File: config.mk
export PLATFORM = sky130hd
export DESIGN_NAME = apb_gpio_master
export DESIGN_NICKNAME = d
export VERILOG_FILES = /design/src/rtl/apb_gpio_master.sv
export SDC_FILE = /design/constraint.sdc
export NUM_CORES = 1
export LEC_CHECK = 0
export BUFFER_PORTS_ARGS = -buffer_cell sky130_fd_sc_hd__buf_2
export CAP_MARGIN = 20
export CELL_PAD_IN_SITES_DETAIL_PLACEMENT = 0
export CELL_PAD_IN_SITES_GLOBAL_PLACEMENT = 1
export CORE_ASPECT_RATIO = 0.7
export CORE_UTILIZATION = 33
export DETAILED_ROUTE_END_ITERATION = 8
export GPL_ROUTABILITY_DRIVEN = 0
export PLACE_DENSITY = 0.82
export SLEW_MARGIN = 15
export SYNTH_ARGS = -nofsm -noshare
export SYNTH_HDL_FRONTEND = slang
export SYNTH_SLANG_ARGS = --single-unit
File: constraint.sdc
create_clock -name PCLK -period 2.2 [get_ports PCLK]
set_input_delay 0.44 -clock PCLK [delete_from_list [all_inputs] [get_ports PCLK]]
set_output_delay 0.44 -clock PCLK [all_outputs]
set_load 0.03 [all_outputs]
File: src/rtl/apb_gpio_master.sv
`default_nettype none
// ============================================================================
// Module   : apb_gpio_master
// Purpose  : valid/ready command port to APB master bridge with a PREADY timeout.
//            Optional PSLVERR input enabled by APB_GPIO_MASTER_PSLVERR_EN.
// Revision : 1.0 - initial release
// ============================================================================
module apb_gpio_master #(
    parameter int ADDR_W         = 32,
    parameter int DATA_W         = 32,
    parameter int TIMEOUT_CYCLES = 16
) (
    input  logic                PCLK,
    input  logic                PRESET,
    input  logic                req_valid,
    output logic                req_ready,
    input  logic                req_write,
    input  logic [ADDR_W-1:0]   req_addr,
    input  logic [DATA_W-1:0]   req_wdata,
    input  logic [DATA_W/8-1:0] req_strb,
    output logic                rsp_valid,
    output logic [DATA_W-1:0]   rsp_rdata,
    output logic                rsp_err,
    output logic                PSEL,
    output logic                PENABLE,
    output logic [ADDR_W-1:0]   PADDR,
    output logic                PWRITE,
    output logic [DATA_W/8-1:0] PSTRB,
    output logic [DATA_W-1:0]   PWDATA,
    input  logic [DATA_W-1:0]   PRDATA,
`ifdef APB_GPIO_MASTER_PSLVERR_EN
    input  logic                PSLVERR,
`endif
    input  logic                PREADY
);

    localparam int                 c_CNT_W      = (TIMEOUT_CYCLES > 0) ? $clog2(TIMEOUT_CYCLES + 1) : 1;
    localparam logic [c_CNT_W-1:0] c_TIMEOUT    = c_CNT_W'(TIMEOUT_CYCLES);
    localparam logic [c_CNT_W-1:0] c_CNT_ONE    = c_CNT_W'(1);
    localparam bit                 c_TIMEOUT_EN = (TIMEOUT_CYCLES > 0);

    typedef enum logic [1:0] {
        S_IDLE   = 2'd0,
        S_SETUP  = 2'd1,
        S_ACCESS = 2'd2
    } state_t;

    state_t             r_state;
    state_t             w_state_nxt;
    logic [c_CNT_W-1:0] r_wait_cnt;
    logic [c_CNT_W-1:0] w_wait_cnt_inc;
    logic               w_accept;
    logic               w_done;
    logic               w_abort;
    logic               w_slverr;

`ifdef APB_GPIO_MASTER_PSLVERR_EN
    assign w_slverr = PSLVERR;
`else
    assign w_slverr = 1'b0;
`endif

    always_comb begin
        w_state_nxt    = r_state;
        w_accept       = 1'b0;
        w_done         = 1'b0;
        w_abort        = 1'b0;
        w_wait_cnt_inc = r_wait_cnt + c_CNT_ONE;
        req_ready      = (r_state == S_IDLE) && !PRESET;
        PSEL           = 1'b0;
        PENABLE        = 1'b0;
        case (r_state)
            S_IDLE: begin
                if (req_valid && (r_state == S_IDLE) && !PRESET) begin
                    w_accept    = 1'b1;
                    w_state_nxt = S_SETUP;
                end
            end
            S_SETUP: begin
                PSEL        = 1'b1;
                w_state_nxt = S_ACCESS;
            end
            S_ACCESS: begin
                PSEL    = 1'b1;
                PENABLE = 1'b1;
                // PREADY wins over a timeout landing in the same cycle
                if (PREADY) begin
                    w_done      = 1'b1;
                    w_state_nxt = S_IDLE;
                end else if (c_TIMEOUT_EN && (w_wait_cnt_inc == c_TIMEOUT)) begin
                    w_abort     = 1'b1;
                    w_state_nxt = S_IDLE;
                end
            end
            default: w_state_nxt = S_IDLE;
        endcase
    end

    always_ff @(posedge PCLK) begin
        if (PRESET) begin
            r_state <= S_IDLE;
        end else begin
            r_state <= w_state_nxt;
        end
    end

    always_ff @(posedge PCLK) begin
        if (PRESET || (r_state == S_SETUP)) begin
            r_wait_cnt <= '0;
        end else if (c_TIMEOUT_EN && (r_state == S_ACCESS) && !PREADY) begin
            r_wait_cnt <= w_wait_cnt_inc;
        end
    end

    always_ff @(posedge PCLK) begin
        if (PRESET) begin
            PADDR     <= '0;
            PWRITE    <= 1'b0;
            PWDATA    <= '0;
            PSTRB     <= '0;
            rsp_valid <= 1'b0;
            rsp_rdata <= '0;
            rsp_err   <= 1'b0;
        end else begin
            rsp_valid <= w_done || w_abort;
            if (w_accept) begin
                PADDR  <= req_addr;
                PWRITE <= req_write;
                PWDATA <= req_wdata;
                PSTRB  <= req_write ? req_strb : '0;
            end
            if (w_done) begin
                rsp_rdata <= PWRITE ? '0 : PRDATA;
                rsp_err   <= w_slverr;
            end else if (w_abort) begin
                rsp_rdata <= '0;
                rsp_err   <= 1'b1;
            end
        end
    end

endmodule
`default_nettype wire

==> reports/results.tsv <==
stage	metric	value	unit
run_status	outcome	finished, final reports clean	
yosys	synth_cell_type_count	31	
routing	wl_per_cell	13.99	um
finish	area_delta_synth_final	32.50	%
yosys	syn_inst	504	
worst_setup_path	required	1.76	ns
job	max_cap_violations	0	
sta	finalHoldViolCount	0	
yosys	synth-compound-area-share	12.01	%
worst_setup_path	reg2reg_from	r_state[0]	
global_routing	grt_start_max_net_pins	65	
placement	pre_cts_ws	0.3883	ns
power_and_ir_drop	p_per_area	989.4	mW/mm2
clock_tree	cts_setup_buffers	0	
yosys	synthSimpleGateAreaFrac	29.59	%
yosys	syn_nets	615	
worst_setup_path	r2r_slack	0.36	ns
routing	vias	4156	
clock_tree	cts-htree-levels	3	
die	chipWidth	139.8	um
worst_setup_path	crit_type	reg2out	
finish	final_core_util	45.84	%
yosys	synth_xor_xnor_area_share	0.7989	%
worst_setup_path	cp-end-kind	primary output	
worst_setup_path	critical_path.startpoint	r_state[0]	
global_routing	grt.total_usage	17.56	%
yosys	ys.flop_type	dfxtp_1	
worst_setup_path	slowest_stage	buf_4	
clock_tree	cts_tree	built	
die	io_pins	211	
sta	setup_slack	0.1249	ns
clock_tree	hold_buffers	0	
sta	maxSlewHeadroom	61.52	%
routing	wirelength	12.00	mm
power_and_ir_drop	vdd.ir_drop.worst	0.0004021	V
placement	hpwl	8.475	mm
die	core-area	0.01268	mm2
worst_setup_path	critPathArrivalTime	1.64	ns
worst_setup_path	rr_worst_depth	6	
worst_setup_path	worstPathCellList	inv_1 > ha_1 > buf_4 > buf_2	
routing	initialDrtViolationCount	215	
min_path	hold_class	in2reg	
finish	fin_nets	802	
finish	layout-drive-gt1-share	34.63	%
die	rows	34	
yosys	ys_ff_latch	110	
clock_tree	clk_pin_slew_worst_paths	0.07	ns
finish	n_antenna_cell	0	
yosys	yosysWarningCount	0	
worst_setup_path	crit_path_start_kind	flip-flop	
clock_tree	clkLatencyLatePin	0.34	ns
placement	port_buffers	210	
yosys	muxShareOfSynthArea	0.6847	%
sta	rsz0062_at_grt	false	
yosys	yosys.area_share.adder	1.712	%
worst_setup_path	critPathMaxStageDelay	0.36	ns
yosys	syn-mean-instance-area	8.701	um2
die	dieArea	0.01376	mm2
placement	placed_cells	842	
yosys	syn_area	0.004385	mm2
global_routing	grt_antenna_before_repair	0	
sta	fmax	481.9	MHz
finish	final_cells	858	
finish	final_cell_mix	buf_2, nand2_1, dfxtp_1	
yosys	synthArstFlopShare	0	%
sta	worstMarginPinSlew	0.5760	ns
sta	tns	0	ns
die	start_util	34.59	%
global_routing	grt_pass1_wl	19.59	mm
global_routing	grt_overflow	0	
routing	firstDrtPassIters	4	
finish	mostFrequentLayoutCell	buf_2	
sta	finalMaxSlewViolations	0	
yosys	synth_top_family_by_area	simple AND/OR/NAND/NOR gates	
clock_tree	cts.repair.resized	0	
clock_tree	cts_made_buffers	9	
power_and_ir_drop	power.static_leakage	0.002819	uW
power_and_ir_drop	power	5749	uW
clock_tree	cts-root-buf	clkbuf_16	
yosys	yosysSeqAreaShare	50.21	%
routing	antenna_left	0	
sta	worst_clock_skew	0.005298	ns
routing	drc	0	
worst_setup_path	critPathCapture	PENABLE	
die	die_y	98.45	um
worst_setup_path	r2r-end	r_state[1]	
sta	finalCriticalPeriod	2.075	ns
yosys	synth_edf_count	0	
clock_tree	clock_sinks	110	
sta	setup_viol_count_final	0	
clock_tree	clockBufferDepth	2	
global_routing	grt_pass1_vias	4061	
worst_setup_path	path_max_fanout	36	
sta	layout_worst_path_cycle_share	94.32	%
routing	viasPerCell	4.844	
[worst min-delay path by stage]
stage | startpoint | endpoint | slack (ns) | cells after the start
final | req_addr[9] | PADDR[9] | 0.27 | 3
after global routing | req_addr[13] | PADDR[13] | 0.27 | 3
after CTS | req_wdata[12] | PWDATA[12] | 0.26 | 3
after detailed placement | PSTRB[0] | PSTRB[0] | 0.45 | 2
after global placement | PSTRB[2] | PSTRB[2] | 0.44 | 2
after floorplan | r_state[1] | r_state[1] | 0.47 | 2
[sequential cells by signal (all words and copies together), names as in the netlist]
register    count
PWDATA         32
rsp_rdata      32
r_state         2
r_wait_cnt      5
rsp_err         1
PWRITE          1
PADDR          32
rsp_valid       1
PSTRB           4
[layout make-up]
class / count / area [um2]
Tap cell: 162 / 202.7
Fill cell: 1284 / 6867
Inverter: 4 / 15.01
Sequential cell: 110 / 2202
Timing Repair Buffer: 218 / 1136
Multi-Input combinational cell: 348 / 1971
Clock buffer: 9 / 225.2
Clock inverter: 7 / 58.81
[routing by layer]
metal  global-route usage [%]  vias up  wire length [um]
li1                         -     2101                 -
met1                    20.80     1942              5197
met2                    31.65      101              6082
met3                    4.568       12               588
met4                    4.396        0               131
met5                        0        -                 0
[critical path, delay by kind of cell, from the launching register on]
| family | cells | cell delay (ns) |
|---|---|---|
| buf+inv | 3 | 0.74 |
| flops | 1 | 0.34 |
| fa+ha+maj | 1 | 0.20 |
[synthesized netlist by cell type, types with 2 or more instances]
| library cell | count | share of area (%) |
|---|---|---|
| buf_2 | 13 | 1.5 |
| nand2b_1 | 4 | 0.57 |
| nor3_1 | 5 | 0.57 |
| nand3_1 | 4 | 0.46 |
| clkbuf_1 | 25 | 2.1 |
| nand2_1 | 168 | 14 |
| inv_1 | 4 | 0.34 |
| xor2_1 | 3 | 0.60 |
| a311oi_1 | 32 | 6.4 |
| dfxtp_1 | 110 | 50 |
| nand4b_1 | 2 | 0.40 |
| nand4_1 | 4 | 0.57 |
| mux2i_1 | 3 | 0.68 |
| a21oi_1 | 37 | 4.2 |
| ha_1 | 6 | 1.7 |
| buf_6 | 4 | 1.0 |
| nand3b_1 | 65 | 11 |
| nor2b_1 | 2 | 0.29 |
[cells by family after synthesis]
group	count (synthesis)
xor+xnor	4
compound gates	76
flops	110
mux	3
simple gates	259
fa+ha+maj	6
buf+inv	46
[metrics by stage]
| stage | instance area (um2) | hold WS [ns] |
|---|---|---|
| after floorplan | 4385 | 0.4689 |
| after global placement | 5527 | 0.4367 |
| after detailed placement | 5527 | 0.4462 |
| after CTS | 5811 | 0.2613 |
| after global routing | 5811 | 0.2655 |
| final | 5811 | 0.2733 |
[power breakdown]
| part | total, uW | switching [uW] | internal (uW) | leakage [uW] |
|---|---|---|---|---|
| sequential | 2420 | 143 | 2270 | 0.000899 |
| clock | 1560 | 770 | 785 | 0.000138 |
| combinational | 1780 | 1230 | 546 | 0.00178 |
| total | 5750 | 2150 | 3600 | 0.00282 |
Power figures use the tool's default switching activity.
